--- src/rtl/alu_z_stage.sv ---
// -----------------------------------------------------------------------------
// alu_z_stage
//   Sequencing and result-capture stage around the 5-bit-opcode datapath ALU.
//   Accepts an opcode, holds it on alu_op while the ALU computes, waits the
//   opcode-dependent latency, captures the 64-bit ALU result into ZHi/ZLo,
//   derives zero/negative flags and offers the result on a valid/ready
//   handshake.
//
// Ports:
//   clk        in   1   system clock, rising edge
//   clr        in   1   synchronous active-high reset
//   start      in   1   request a new operation (sampled only when accepting)
//   opcode     in   5   operation code, sampled with an accepted start
//   alu_op     out  5   registered opcode driven to the ALU
//   c_in       in  64   ALU result (C_Register)
//   busy       out  1   high while waiting on the ALU
//   z_valid    out  1   result available on zhi/zlo
//   z_ready    in   1   consumer accepts the result
//   zhi        out 32   captured upper word
//   zlo        out 32   captured lower word
//   zero_flag  out  1   captured result equals zero
//   neg_flag   out  1   captured result is negative
//   op_illegal out  1   captured opcode was not a defined operation
//
// Parameters:
//   MUL_LAT  ALU cycles for MUL (10011), 1..31
//   DIV_LAT  ALU cycles for DIV (10100), 1..63
// -----------------------------------------------------------------------------
module alu_z_stage #(
   parameter int unsigned MUL_LAT = 2,
   parameter int unsigned DIV_LAT = 32
) (
   input  logic        clk,
   input  logic        clr,
   input  logic        start,
   input  logic [4:0]  opcode,
   output logic [4:0]  alu_op,
   input  logic [63:0] c_in,
   output logic        busy,
   output logic        z_valid,
   input  logic        z_ready,
   output logic [31:0] zhi,
   output logic [31:0] zlo,
   output logic        zero_flag,
   output logic        neg_flag,
   output logic        op_illegal
);

   localparam logic [4:0] OP_MUL = 5'b10011;
   localparam logic [4:0] OP_DIV = 5'b10100;

   localparam logic [5:0] MUL_CNT = 6'(MUL_LAT - 1);
   localparam logic [5:0] DIV_CNT = 6'(DIV_LAT - 1);

   typedef enum logic [1:0] {
      ST_IDLE = 2'd0,
      ST_WAIT = 2'd1,
      ST_HOLD = 2'd2
   } state_t;

   state_t      state_q, state_d;
   logic [5:0]  cnt_q, cnt_d;
   logic [4:0]  alu_op_q, alu_op_d;
   logic [31:0] zhi_q, zhi_d;
   logic [31:0] zlo_q, zlo_d;
   logic        zero_q, zero_d;
   logic        neg_q, neg_d;
   logic        ill_q, ill_d;

   logic        accept;
   logic [31:0] cap_hi, cap_lo;
   logic        cap_ill;

   // Counter preload is LAT-1 so that capture lands exactly LAT edges after accept.
   function automatic logic [5:0] lat_m1(input logic [4:0] op);
      if (op == OP_MUL)      return MUL_CNT;
      else if (op == OP_DIV) return DIV_CNT;
      else                   return 6'd0;
   endfunction

   // Defined: 00000-01011 and 01110-10100 (the latter range includes MUL/DIV).
   function automatic logic op_defined(input logic [4:0] op);
      return (op <= 5'd11) || ((op >= 5'd14) && (op <= 5'd20));
   endfunction

   // Result shaping by the opcode currently held on alu_op.
   always_comb begin
      cap_hi  = '0;
      cap_lo  = '0;
      cap_ill = 1'b0;
      if ((alu_op_q == OP_MUL) || (alu_op_q == OP_DIV)) begin
         cap_hi = c_in[63:32];
         cap_lo = c_in[31:0];
      end else if (op_defined(alu_op_q)) begin
         cap_lo = c_in[31:0];
      end else begin
         cap_ill = 1'b1;
      end
   end

   always_comb begin
      state_d  = state_q;
      cnt_d    = cnt_q;
      alu_op_d = alu_op_q;
      zhi_d    = zhi_q;
      zlo_d    = zlo_q;
      zero_d   = zero_q;
      neg_d    = neg_q;
      ill_d    = ill_q;
      accept   = 1'b0;

      case (state_q)
         ST_IDLE: begin
            if (start) accept = 1'b1;
         end
         ST_WAIT: begin
            if (cnt_q != 6'd0) begin
               cnt_d = cnt_q - 6'd1;
            end else begin
               zhi_d   = cap_hi;
               zlo_d   = cap_lo;
               ill_d   = cap_ill;
               zero_d  = ({cap_hi, cap_lo} == 64'd0);
               neg_d   = (alu_op_q == OP_MUL) ? cap_hi[31] : cap_lo[31];
               state_d = ST_HOLD;
            end
         end
         ST_HOLD: begin
            // Retiring a result and accepting the next op share one edge.
            if (z_ready) begin
               if (start) accept = 1'b1;
               else       state_d = ST_IDLE;
            end
         end
         default: state_d = ST_IDLE;
      endcase

      if (accept) begin
         alu_op_d = opcode;
         cnt_d    = lat_m1(opcode);
         state_d  = ST_WAIT;
      end
   end

   always_ff @(posedge clk) begin
      if (clr) begin
         state_q  <= ST_IDLE;
         cnt_q    <= '0;
         alu_op_q <= '0;
         zhi_q    <= '0;
         zlo_q    <= '0;
         zero_q   <= 1'b0;
         neg_q    <= 1'b0;
         ill_q    <= 1'b0;
      end else begin
         state_q  <= state_d;
         cnt_q    <= cnt_d;
         alu_op_q <= alu_op_d;
         zhi_q    <= zhi_d;
         zlo_q    <= zlo_d;
         zero_q   <= zero_d;
         neg_q    <= neg_d;
         ill_q    <= ill_d;
      end
   end

   assign alu_op     = alu_op_q;
   assign busy       = (state_q == ST_WAIT);
   assign z_valid    = (state_q == ST_HOLD);
   assign zhi        = zhi_q;
   assign zlo        = zlo_q;
   assign zero_flag  = zero_q;
   assign neg_flag   = neg_q;
   assign op_illegal = ill_q;

endmodule

--- config.mk ---
export PLATFORM = sky130hd
export DESIGN_NAME = alu_z_stage
export DESIGN_NICKNAME = d
export VERILOG_FILES = /design/src/rtl/alu_z_stage.sv
export SDC_FILE = /design/constraint.sdc
export NUM_CORES = 1
export LEC_CHECK = 0
export ABC_AREA = 1
export CAP_MARGIN = 20
export CELL_PAD_IN_SITES_DETAIL_PLACEMENT = 0
export CELL_PAD_IN_SITES_GLOBAL_PLACEMENT = 1
export CORE_MARGIN = 1.5
export CORE_UTILIZATION = 26
export CTS_CLUSTER_DIAMETER = 120
export DETAILED_ROUTE_END_ITERATION = 6
export GPL_TIMING_DRIVEN = 1
export PLACE_DENSITY = 0.72
export SLEW_MARGIN = 20
export SYNTH_ARGS = -nofsm -noshare
export SYNTH_HDL_FRONTEND = slang
export SYNTH_SLANG_ARGS = --single-unit
export TNS_END_PERCENT = 10
--- constraint.sdc ---
create_clock -name clk -period 1.8 [get_ports clk]
set_clock_uncertainty 0.2 [all_clocks]
set_input_delay 0.18 -clock clk [delete_from_list [all_inputs] [get_ports clk]]
set_output_delay 0.18 -clock clk [all_outputs]
set_load 0.01 [all_outputs]
==> flow_summary.ini, run 1 <==
[status]
status = finished, violations left
violations = negative setup slack

[pwr]
pwr-share-clk_pct = 34.0
comb_power_share_pct = 28.9
power_frac_seq_pct = 37.1
irDropWorstVdd_mv = 0.382
p_switching_mw = 1.55
power_density_nw_per_um2 = 907
leakagePower_nw = 2.27
intPower_mw = 3.86
p_sw_share_pct = 28.7

[place]
place_congestion = 0.838
place.detailed.hpwl_um = 8450
portBuffers = 146
placed_area_um2 = 5310
pre_cts_ws_ns = -0.0880

[drt]
first_pass_iters = 4
wirelength_um = 12200
dr_total_vias = 3835
dr.first_iter.drc_count = 192
ant_nets = 0
routedWlPerCell_um = 15.0
via_per_inst = 4.69
drc = 0

[die]
die_area_um2 = 13900
die_width_um = 118
die_h_um = 118
ios = 147
rows = 41
core_region_area_um2 = 12800
start_util_pct = 26.9

[worst_hold_path]
hp-class = in -> reg

[clock_network]
tritoncts = done
cts_buffers = 9
cts_root_buf = clkbuf_16
clock-sinks = 80
htreeDepth = 3
clk_path_buf_depth = 2
ctsHoldBuffers = 0
clk_latency_ns = 0.33
clk_pin_slew_ns = 0.06

[sta]
fmax_ghz = 0.529
fin_crit_sh_pct = 105
worstMarginPinSlew_ns = 0.277
relSlewSlack_pct = 81.5
worst_slack_ns = -0.0918
setup_violations = 2
period_minus_slack_ns = 1.89
rsz0062_at_grt = true
finalMaxSlewViolations = 0
timing_hold_violations_final = 0

[critical_path]
startpoint_type = register
arrival_ns = 1.95
path_class = reg -> reg
slowest_delay_ns = 0.34
slowest_stage = dfxtp_2
crit_fanout = 15
path_cells = inv_1 > nor2_1 > nand2_1 > nand2_4 > buf_4 > clkbuf_16 > buf_6 > nand2_1 > nand2_1 > o211ai_1 > a21oi_1
cp.required_ns = 1.86
crit_path_end_kind = register
crit_top_cell = nand2_1

[final_layout]
finalNetCount = 715
stdcell_area_um2 = 5970
layout_commonest_cell = clkdlybuf4s50_1
n_antenna_cell = 0
area_growth_pct = 73.4
final_cell_mix = clkdlybuf4s50_1 (142), dfxtp_1 (74), nand2_1 (68), o21ai_0 (65), nor2_1 (62)
layout-drive-gt1-share_pct = 18.1

[job]
maxCapViolCount = 0

[logic_synthesis]
ys_ff_latch = 80
syn-cell-area_um2 = 3440
synth_area_per_cell_um2 = 7.37
syn-instance-count = 467
synth-seq-area-share_pct = 46.5
synth.net_count = 542
synth_warnings = 0
synth_cell_types = 29

[grt]
first_global_vias = 3658
grt_pass1_wl_um = 18800
grtUsageTotal_pct = 16.9
grt_max_degree = 41
antenna_found_initial = 0
globalRouteOverflowTotal = 0
-- what timing repair did --
| item | in CTS | in global routing |
|---|---|---|
| resized for setup | 13 | 61 |
| setup buffers | 0 | 5 |
| pin swaps | 1 | 13 |
| endpoints found under the setup margin | 71 | 74 |
| cloned | 0 | 4 |
-- worst paths after layout --
check | from | end | slack [ns] | cells past startpoint
setup / recovery | alu_op[4] | neg_flag | -0.09 | 11
hold reg to reg | zhi[28] | zhi[28] | 0.26 | 2
hold / removal | c_in[55] | zhi[23] | 0.26 | 3
setup reg to reg | alu_op[4] | neg_flag | -0.09 | 11
-- Yosys cell counts --
cell type / instances / area share, %
a31oi_1: 1 / 0.18
inv_1: 16 / 1.7
or2_2: 1 / 0.18
nand3_2: 1 / 0.29
nor2_1: 64 / 7.0
nand3_1: 38 / 5.5
buf_4: 1 / 0.22
a21oi_1: 70 / 10
o211ai_1: 1 / 0.22
nand2_1: 69 / 7.5
o21ai_0: 71 / 10
buf_1: 1 / 0.11
a211oi_1: 1 / 0.22
buf_6: 6 / 2.0
o21ai_2: 1 / 0.25
ha_1: 2 / 0.73
nor3_4: 1 / 0.47
nor2_2: 1 / 0.18
nand4_1: 1 / 0.18
xor2_1: 1 / 0.25
nor4_1: 2 / 0.36
inv_2: 2 / 0.22
nand4_2: 1 / 0.36
o21ai_1: 4 / 0.58
dfxtp_1: 80 / 47
nand2_2: 1 / 0.18
buf_2: 12 / 1.7
a221oi_1: 3 / 0.76
clkbuf_1: 14 / 1.5
-- registers in the layout (all words and copies together) (netlist names) --
register / cells
zhi: 32
op_illegal: 1
zlo: 32
zero_flag: 1
state_q: 2
cnt_q: 6
neg_flag: 1
alu_op: 5
-- final cells by class --
cell class	count	area (um^2)
Multi-Input combinational cell	335	1760
Clock inverter	3	40.0
Sequential cell	80	1610
Fill cell	1256	6810
Clock buffer	13	260
Inverter	18	75.1
Timing Repair Buffer	196	2000
Tap cell	172	215
-- per-stage QoR --
stage / hold WS [ns] / power [mW] / TNS, ns / instances / utilization, %
2_1_floorplan: 0.118 / 2.66 / 0 / 467 / -
3_3_place_gp: 0.252 / 3.35 / -0.0620 / 792 / 41.6
3_5_place_dp: 0.258 / 3.37 / -0.155 / 792 / 41.6
4_1_cts: 0.241 / 5.25 / -0.467 / 808 / 44.1
5_1_grt: 0.262 / 5.68 / -1.21 / 817 / 46.7
6_report: 0.255 / 5.41 / -0.138 / 817 / 46.7
-- worst max-delay path, delay by kind of cell (launching register included) --
kind,cells,cell delay (ns)
flip-flops,1,0.34
buffers and inverters,4,0.53
AO/OA/AOI/OAI,2,0.20
AND/OR/NAND/NOR,5,0.57
-- power by group through the flow --
stage	registers, mW	clock network [mW]	logic (mW)
6_report	2.01	1.84	1.56
5_1_grt	2.02	1.98	1.68
4_1_cts	2.00	1.89	1.35
3_5_place_dp	2.04	0	1.33
3_3_place_gp	2.03	0	1.33
2_1_floorplan	2.09	0	0.576
-- layer usage --
| layer | part of all wire, % | GRT usage [%] | vias up | wire length, um |
|---|---|---|---|---|
| met3 | 4.9 | 4.17 | 13 | 603 |
| met1 | 45 | 21.6 | 1786 | 5510 |
| li1 | - | - | 1922 | - |
| met2 | 48 | 26.9 | 114 | 5910 |
| met5 | 0 | 0 | - | 0 |
| met4 | 1.8 | 7.47 | 0 | 222 |
-- kinds of logic (layout without fill, tap and decap cells) --
| logic type | count (synthesis) | count (layout) | synth area share (%) |
|---|---|---|---|
| simple gates | 180 | 180 | 22.2 |
| buf+inv | 52 | 230 | 7.52 |
| xor+xnor | 1 | 1 | 0.254 |
| compound gates | 152 | 152 | 22.7 |
| flops | 80 | 80 | 46.5 |
| fa+ha+maj | 2 | 2 | 0.727 |
Note: power is estimated with default switching activity, not from simulation.
==> run 2: changes to the inputs <==
CTS_CLUSTER_SIZE = 24   (was default)
==> results of run 2 <==
The final DEF is identical to that of run 1; final timing and power are the same.
==> run 3: changes to the inputs <==
GPL_TIMING_DRIVEN = 0   (was 1)
SKIP_LAST_GASP = 1   (was default)
==> run 3 against run 2 <==
Compared with the run above:
- via count rose by 0.10%
- cell count fell by 0.86%
- combinational power fell by 9.6%
- highest routed layer unchanged
- global-route usage rose by 0.58 points
- register-to-register slack improved by 0.09 ns
- routed wire length rose by 0.15%
- critical path depth fell by 2
- critical path type unchanged
- critical endpoint is now zlo[14]
- setup slack improved by 0.095 ns
- the run now ends clean
- die area did not move
- utilization fell by 2.0 points
==> flow_summary.ini, run 3 (synthesis gave the netlist of run 1 again) <==
[place]
portBuffers = 145
pre_cts_ws_ns = -0.298
placed_area_um2 = 5110
place_congestion = 0.809
place.detailed.hpwl_um = 9060

[clock_network]
cts_root_buf = clkbuf_16
tritoncts = done
clock-sinks = 80
cts_buffers = 9
htreeDepth = 3
clk_latency_ns = 0.34
clk_pin_slew_ns = 0.06
clk_path_buf_depth = 2

[status]
status = finished clean

[final_layout]
final_core_util_pct = 44.7
layout_commonest_cell = clkdlybuf4s50_1
area_growth_pct = 66.0
stdcell_area_um2 = 5710
final_cell_mix = clkdlybuf4s50_1 (143), dfxtp_1 (73), o21ai_0 (71), nand2_1 (68), a21oi_1 (62)
finalNetCount = 709
n_antenna_cell = 0
layout-drive-gt1-share_pct = 13.2

[sta]
holdWs_ns = 0.236
setup_violations = 0
worstMarginPinSlew_ns = 0.609
timing_hold_violations_final = 0
rsz0062_at_grt = true
fmax_ghz = 0.556
relSlewSlack_pct = 59.4
finalMaxSlewViolations = 0
worst_slack_ns = 0.00296
period_minus_slack_ns = 1.80
fin_crit_sh_pct = 99.8

[pwr]
finalPower_mw = 5.44
power_density_nw_per_um2 = 952
irDropWorstVdd_mv = 0.443
leakagePower_nw = 2.14

[drt]
dr.first_iter.drc_count = 189
dr_total_vias = 3839
ant_nets = 0
wirelength_um = 12300
first_pass_iters = 4
drc = 0
routedWlPerCell_um = 15.1
via_per_inst = 4.74

[die]
core_region_area_um2 = 12800
die_area_um2 = 13900
die_h_um = 118
die_width_um = 118
start_util_pct = 26.9
ios = 147
rows = 41

[critical_path]
crit_path_end_kind = register
path_class = reg -> reg
arrival_ns = 1.83
crit_fanout = 10
startpoint_type = register
cp.required_ns = 1.83

[grt]
grtUsageMet2_pct = 29.4
grt_max_degree = 13
first_global_vias = 3687
grt_util_met3_pct = 3.83
grt_busiest_layer = met2
gr-usage-met1_pct = 21.5
antenna_found_initial = 0
grt_pass1_wl_um = 19100
globalRouteOverflowTotal = 0
grtUsageTotal_pct = 17.5

[worst_hold_path]
hp-class = in -> reg

[job]
maxCapViolCount = 0
-- run 3: layout make-up --
cell class                      instances  area [um^2]
Buffer                                 33          253
Clock buffer                           12          256
Clock inverter                          3         65.1
Fill cell                            1291         7060
Inverter                               18         70.1
Multi-Input combinational cell        335         1670
Sequential cell                        80         1620
Tap cell                              172          215
Timing Repair Buffer                  157         1570
-- run 3: power by group --
| part | internal, mW | switching [mW] | leakage [nW] |
|---|---|---|---|
| sequential | 1.92 | 0.0929 | 0.653 |
| combinational | 0.700 | 0.709 | 1.32 |
| clock | 1.28 | 0.732 | 0.159 |
-- run 3: worst paths after layout --
path / end / from / slack (ns) / depth (start not counted)
max reg2reg: zlo[14] / cnt_q[0] / 0.003 / 9
min: zhi[17] / c_in[49] / 0.24 / 3
max: zlo[14] / cnt_q[0] / 0.003 / 9
min reg2reg: zhi[6] / zhi[6] / 0.26 / 2
-- run 3: through the flow --
step | std cells | TNS [ns]
after floorplan | 467 | 0
after detailed placement | 784 | -13.65
after CTS | 804 | -0.629
after global routing | 810 | -3.30
after global placement | 784 | -13.23
final | 810 | 0
-- run 3: critical path, cell delays in order, from the launching register on --
cell	delay (ns)
dfxtp_2	0.33
inv_4	0.06
ha_4	0.13
nand4_4	0.11
nor3_4	0.27
inv_2	0.10
buf_8	0.16
buf_8	0.14
a21oi_1	0.13
nor2_1	0.05
-- run 3: metal layers --
metal  up-vias  share of wire (%)
met4         0                1.9
met3        22                4.6
li1       1912                  -
met2       117                 49
met1      1788                 45
met5         -                  0
-- run 3: timing repair --
item / CTS / global route
pin swaps: 4 / 6
setup buffers: 5 / 6
hold buffers: 0 / 0
setup endpoints to repair: 74 / 72
hold endpoints to repair: 0 / 0
gates cloned: 1 / 0
resized for setup: 34 / 33
